## src/rtl/encoder83_pkg.sv

```systemverilog
// encoder83_pkg: definitions shared by the 8-to-3 encoder block.
//   IN_W / IDX_W : width of the source word and of the encoded index.
//   state_t      : output-stage occupancy (EMPTY, FULL).
//   result_t     : encoded index plus the illegal-word flag.
// Optional build macro: ENCODER83_PRIORITY_EN (multi-hot words encode
// to the highest set bit instead of being flagged).
package encoder83_pkg;

  localparam int IN_W  = 8;
  localparam int IDX_W = 3;

  typedef enum logic {
    EMPTY = 1'b0,
    FULL  = 1'b1
  } state_t;

  typedef struct packed {
    logic [IDX_W-1:0] idx;
    logic             err;
  } result_t;

  // Result used for every word that cannot be encoded as-is.
  localparam result_t RESULT_ERR = '{idx: '0, err: 1'b1};

endpackage

```

## src/rtl/encoder83_core.sv

```systemverilog
// encoder83_core: purely combinational map from a source word to result_t.
//   in_code : source word, bit k stands for value k
//   res     : {idx, err}
// Policy:
//   zero word        -> idx 0, err 1
//   single bit k     -> idx k, err 0
//   two or more bits -> ENCODER83_PRIORITY_EN defined : idx = highest bit, err 0
//                       ENCODER83_PRIORITY_EN undefined: idx 0, err 1
module encoder83_core
  import encoder83_pkg::*;
(
  input  logic [IN_W-1:0] in_code,
  output result_t         res
);

  logic [3:0]       ones;
  logic [IDX_W-1:0] hi;

  // Population count and index of the highest set bit. Scanning upward
  // lets later (higher) bits overwrite hi, so it ends on the top one.
  always_comb begin
    ones = '0;
    hi   = '0;
    for (int i = 0; i < IN_W; i++) begin
      if (in_code[i]) begin
        ones = ones + 4'd1;
        hi   = IDX_W'(i);
      end
    end
  end

  always_comb begin
    res = RESULT_ERR;
    if (ones == 4'd1) begin
      res = '{idx: hi, err: 1'b0};
    end else if (ones > 4'd1) begin
`ifdef ENCODER83_PRIORITY_EN
      res = '{idx: hi, err: 1'b0};
`else
      res = RESULT_ERR;
`endif
    end
  end

endmodule

```

## src/rtl/encoder83.sv

```systemverilog
// encoder83: registered 8-to-3 encoder with a one-entry output stage and
// a saturating count of flagged words.
// Ports:
//   clk, rst_n           : rising-edge clock, asynchronous active-low reset
//   en                   : enable; low stops new words being accepted
//   in_valid, in_ready   : input handshake, in_code is the source word
//   out_valid, out_ready : output handshake, out_idx/out_err is the result
//   err_cnt              : accepted words flagged out_err, saturates at all-ones
//   dbg_state            : current output-stage state, for observation
// Optional build macro: ENCODER83_PRIORITY_EN (see encoder83_core).
//
// Handshake: a transfer happens on a rising clk edge where valid and ready
// are both high. in_ready = en & (!out_valid | out_ready), so it depends
// combinationally on out_ready; a held result stays stable until taken.
module encoder83
  import encoder83_pkg::*;
#(
  parameter int CNT_W = 8
) (
  input  logic             clk,
  input  logic             rst_n,
  input  logic             en,
  input  logic             in_valid,
  input  logic [IN_W-1:0]  in_code,
  output logic             in_ready,
  output logic             out_valid,
  input  logic             out_ready,
  output logic [IDX_W-1:0] out_idx,
  output logic             out_err,
  output logic [CNT_W-1:0] err_cnt,
  output state_t           dbg_state
);

  state_t  state_q, state_d;
  result_t res_q;
  result_t core_res;
  logic    accept;

  encoder83_core u_core (
    .in_code (in_code),
    .res     (core_res)
  );

  assign out_valid = (state_q == FULL);
  assign in_ready  = en & (~out_valid | out_ready);
  assign accept    = in_valid & in_ready;
  assign out_idx   = res_q.idx;
  assign out_err   = res_q.err;
  assign dbg_state = state_q;

  always_ff @(posedge clk or negedge rst_n) begin
    if (!rst_n) begin
      state_q <= EMPTY;
    end else begin
      state_q <= state_d;
    end
  end

  always_comb begin
    state_d = state_q;
    unique case (state_q)
      EMPTY: if (accept) state_d = FULL;
      // Accepting while FULL implies out_ready, so the slot is refilled.
      FULL:  if (!accept && out_ready) state_d = EMPTY;
      default: state_d = EMPTY;
    endcase
  end

  // Result register only loads on acceptance, which keeps it stable while
  // the downstream stalls (acceptance is impossible then).
  always_ff @(posedge clk or negedge rst_n) begin
    if (!rst_n) begin
      res_q <= '0;
    end else if (accept) begin
      res_q <= core_res;
    end
  end

  always_ff @(posedge clk or negedge rst_n) begin
    if (!rst_n) begin
      err_cnt <= '0;
    end else if (accept && core_res.err && (err_cnt != {CNT_W{1'b1}})) begin
      err_cnt <= err_cnt + 1'b1;
    end
  end

endmodule

```

## config.mk

```make
export PLATFORM = sky130hd
export DESIGN_NAME = encoder83
export DESIGN_NICKNAME = d
export VERILOG_FILES = /design/src/rtl/encoder83_pkg.sv /design/src/rtl/encoder83_core.sv /design/src/rtl/encoder83.sv
export SDC_FILE = /design/constraint.sdc
export NUM_CORES = 1
export LEC_CHECK = 0
export BUFFER_PORTS_ARGS = -buffer_cell sky130_fd_sc_hd__buf_2
export CORE_MARGIN = 1.5
export CORE_UTILIZATION = 48
export DETAILED_ROUTE_END_ITERATION = 10
export GPL_ROUTABILITY_DRIVEN = 0
export PLACE_DENSITY = 0.75
export REMOVE_ABC_BUFFERS = 1
export SETUP_SLACK_MARGIN = 0.1
export SYNTH_ARGS = -nofsm -noshare
export SYNTH_HDL_FRONTEND = slang
export SYNTH_HIERARCHICAL = 1
export SYNTH_SLANG_ARGS = --single-unit
```

## constraint.sdc

```tcl
create_clock -name clk -period 1.27 [get_ports clk]
set_clock_uncertainty 0.05 [all_clocks]
set_input_delay 0.127 -clock clk [delete_from_list [all_inputs] [get_ports clk]]
set_output_delay 0.127 -clock clk [all_outputs]
set_load 0.02 [all_outputs]
```

==> impl_metrics.env <==
export IMPL_status="finished with violations"
export IMPL_violations="design-rule violations, negative setup slack"
export IMPL_die_x_um=53.2
export IMPL_final_min_clock_period_ps=4290
export IMPL_grt_max_degree=14
export IMPL_insertion_delay_ps=280
export IMPL_io_pins=28
export IMPL_fill_cells=102
export IMPL_core_region_area_um2=2430
export IMPL_cts_sinks=13
export IMPL_crit_path_max_incr_delay_ps=340
export IMPL_leakagePower_nw=0.994
export IMPL_timing_hold_ws_ps=184
export IMPL_ant_nets=0
export IMPL_tightest_slew_ps=496
export IMPL_multi_input_area_um2=1080
export IMPL_dpl_hpwl_um=2440
export IMPL_ys_types=46
export IMPL_reg2reg_from="dbg_state$_DFF_PN0_"
export IMPL_start_util_pct=49.7
export IMPL_drtPass1Iterations=7
export IMPL_drcViolationCount=2
export IMPL_netlist_area_um2=1210
export IMPL_cts_tree="done"
export IMPL_die_area_um2=2830
export IMPL_drive_gt1_share_pct=62.5
export IMPL_max_slew_margin_pct=66.7
export IMPL_cap_violations=0
export IMPL_globalRouteTotalUtil_pct=30.7
export IMPL_cts_root_buf="clkbuf_4"
export IMPL_power_density_nw_per_um2=1580
export IMPL_async_flop_share_pct=100
export IMPL_grt_pass1_wl_um=6230
export IMPL_fin_crit_sh_pct=338
export IMPL_synth_edff_count=0
export IMPL_synth_area_leader_cell="dfrtp_1"
export IMPL_grt_pass1_vias=1363
export IMPL_vdd_drop_max_uv=1460
export IMPL_max_freq_mhz=233
export IMPL_cpMaxStageDelayCell="mux2_4"
export IMPL_rows=18
export IMPL_synth_area_per_cell_um2=9.30
export IMPL_setup_ws_ps=-3020
export IMPL_via_per_inst=6.12
export IMPL_nets=230
export IMPL_via_count=1456
export IMPL_drt_total_wl_um=5040
export IMPL_crit_arrival_ps=4410
export IMPL_yosysMostFrequentCell="nand2_1"
export IMPL_clkTransAtPathRegs_ps=90
export IMPL_clockBufferDepth=2
export IMPL_ys_top_cells_by_count="nand2_1, dfrtp_1, ha_1"
export IMPL_ys_seq_area_share_pct=26.9
export IMPL_crit_top_cell="ha_4"
export IMPL_end_kind="flip-flop"
export IMPL_pre_cts_ws_ps=-3650
export IMPL_portBuffers=27
export IMPL_hold_path_class="input port to flip-flop"
export IMPL_r2r_cells=4
export IMPL_numCtsBuffers=3
export IMPL_synth_top_cell_area_share_pct=26.9
export IMPL_min_path_cells=3
export IMPL_ys_warn_count=6
export IMPL_dieHeight_um=53.2
export IMPL_slew_viol_final=0
export IMPL_hold_end="dbg_state$_DFF_PN0_"
export IMPL_rsz0062_at_grt="yes"
export IMPL_finalSetupViolations=13
export IMPL_total_power_mw=3.37
export IMPL_regArea_um2=327
export IMPL_timing_hold_violations_final=0
export IMPL_wl_per_cell_um=21.2
export IMPL_hold_path_startpoint="in_valid"
export IMPL_start_kind="input port"
export IMPL_synthFlopType="dfrtp_1"
export IMPL_antenna_found_initial=0
export IMPL_ys_ff_latch=13
export IMPL_criticalPathCategory="input port to flip-flop"
export IMPL_area_growth_pct=76.3
export IMPL_synth_area_leaders="dfrtp_1, ha_1, xor2_1, mux2_2, nand2_1"
export IMPL_drt_initial_drc_count=71
export IMPL_h_tree_depth=1
export IMPL_cp_required_ps=1380
export IMPL_r2r_end="err_cnt[7]$_DFFE_PN0P_"
export IMPL_reg2reg_slack_ps=-390
export IMPL_critPathMaxFanout=3
export IMPL_antenna_cells=0
export IMPL_syn_inst=130
export IMPL_grt_overflow=0
## where the power goes
| part | total, mW | switching [mW] | leakage, nW | internal [mW] |
|---|---|---|---|---|
| Clock | 0.272 | 0.150 | 0.0150 | 0.122 |
| Sequential | 0.700 | 0.141 | 0.163 | 0.559 |
| Combinational | 2.40 | 1.18 | 0.815 | 1.22 |
## metrics by stage
| stage | util (%) | TNS [ps] | area (µm²) | std cells |
|---|---|---|---|---|
| after floorplan | - | -37630 | 1180 | 125 |
| after global placement | 68.4 | -39510 | 1660 | 223 |
| after detailed placement | 68.4 | -41610 | 1660 | 223 |
| after CTS | 79.9 | -34580 | 1940 | 238 |
| after global routing | 87.6 | -34860 | 2130 | 238 |
| final | 87.6 | -33460 | 2130 | 238 |
## worst max-delay path: cells and delay by family
| family | cells | cell delay [ps] |
|---|---|---|
| AOI/OAI and AO/OA | 3 | 480 |
| xor gates and xnor gates | 3 | 560 |
| muxes | 2 | 610 |
| adders and majority gates | 6 | 1350 |
| and+or+nand+nor | 9 | 1080 |
| buffers and inverters | 2 | 150 |
## layout make-up
type	count	area share, %
clock buffer	4	1.23
inverter	7	1.47
multi-input combinational	105	50.6
sequential	13	15.3
tap	30	1.76
timing repair buffer	79	29.6
## metal layers
layer	global-route usage (%)	share of wire, %	vias to the layer above
met5	0	0	-
met4	11.1	6.2	0
met3	5.37	7.8	35
met2	60.4	51	91
met1	31.7	35	708
li1	-	-	622
## how the worst max path moves through the flow
stage / cells past startpoint / startpoint / endpoint / slack [ps]
finish: 25 / in_code[0] / err_cnt[7]$_DFFE_PN0P_ / -3020
global route: 25 / in_code[0] / err_cnt[7]$_DFFE_PN0P_ / -3130
CTS: 25 / in_code[1] / err_cnt[7]$_DFFE_PN0P_ / -3070
detailed placement: 25 / in_code[0] / err_cnt[7]$_DFFE_PN0P_ / -3650
global placement: 25 / in_code[0] / err_cnt[7]$_DFFE_PN0P_ / -3460
floorplan: 24 / in_code[0] / err_cnt[7]$_DFFE_PN0P_ / -3420
## kinds of logic after synthesis
logic type	synth area share (%)
buf+inv	4.35
mux	7.66
flops	26.9
compound gates	12.1
fa+ha+maj	8.28
xor+xnor	15.5
simple gates	25.2
## cells in the final DEF, fill, tap and decap left out, drive strengths merged, types with 3 or more instances in the layout
cell type / n
a21oi: 4
buf: 78
clkbuf: 4
dfrtp: 13
ha: 8
inv: 7
mux2: 7
nand2: 15
nand2b: 3
nand3: 5
nand4: 4
nor2: 6
nor3: 9
o21ai: 4
xnor2: 7
xor2: 7
## sequential cells by signal (all words and copies together), names as in the netlist
name       count
err_cnt        8
out_err        1
out_idx        3
dbg_state      1
## timing repair
| item | CTS | global route |
|---|---|---|
| setup buffers | 10 | 1 |
| setup endpoints to repair | 13 | 22 |
| hold endpoints to repair | 13 | 0 |
| resized for setup | 39 | 42 |
| cloned | 0 | 0 |
| hold buffers | 1 | 0 |
| pin swaps | 24 | 21 |
(Power assumes the default switching activity.)
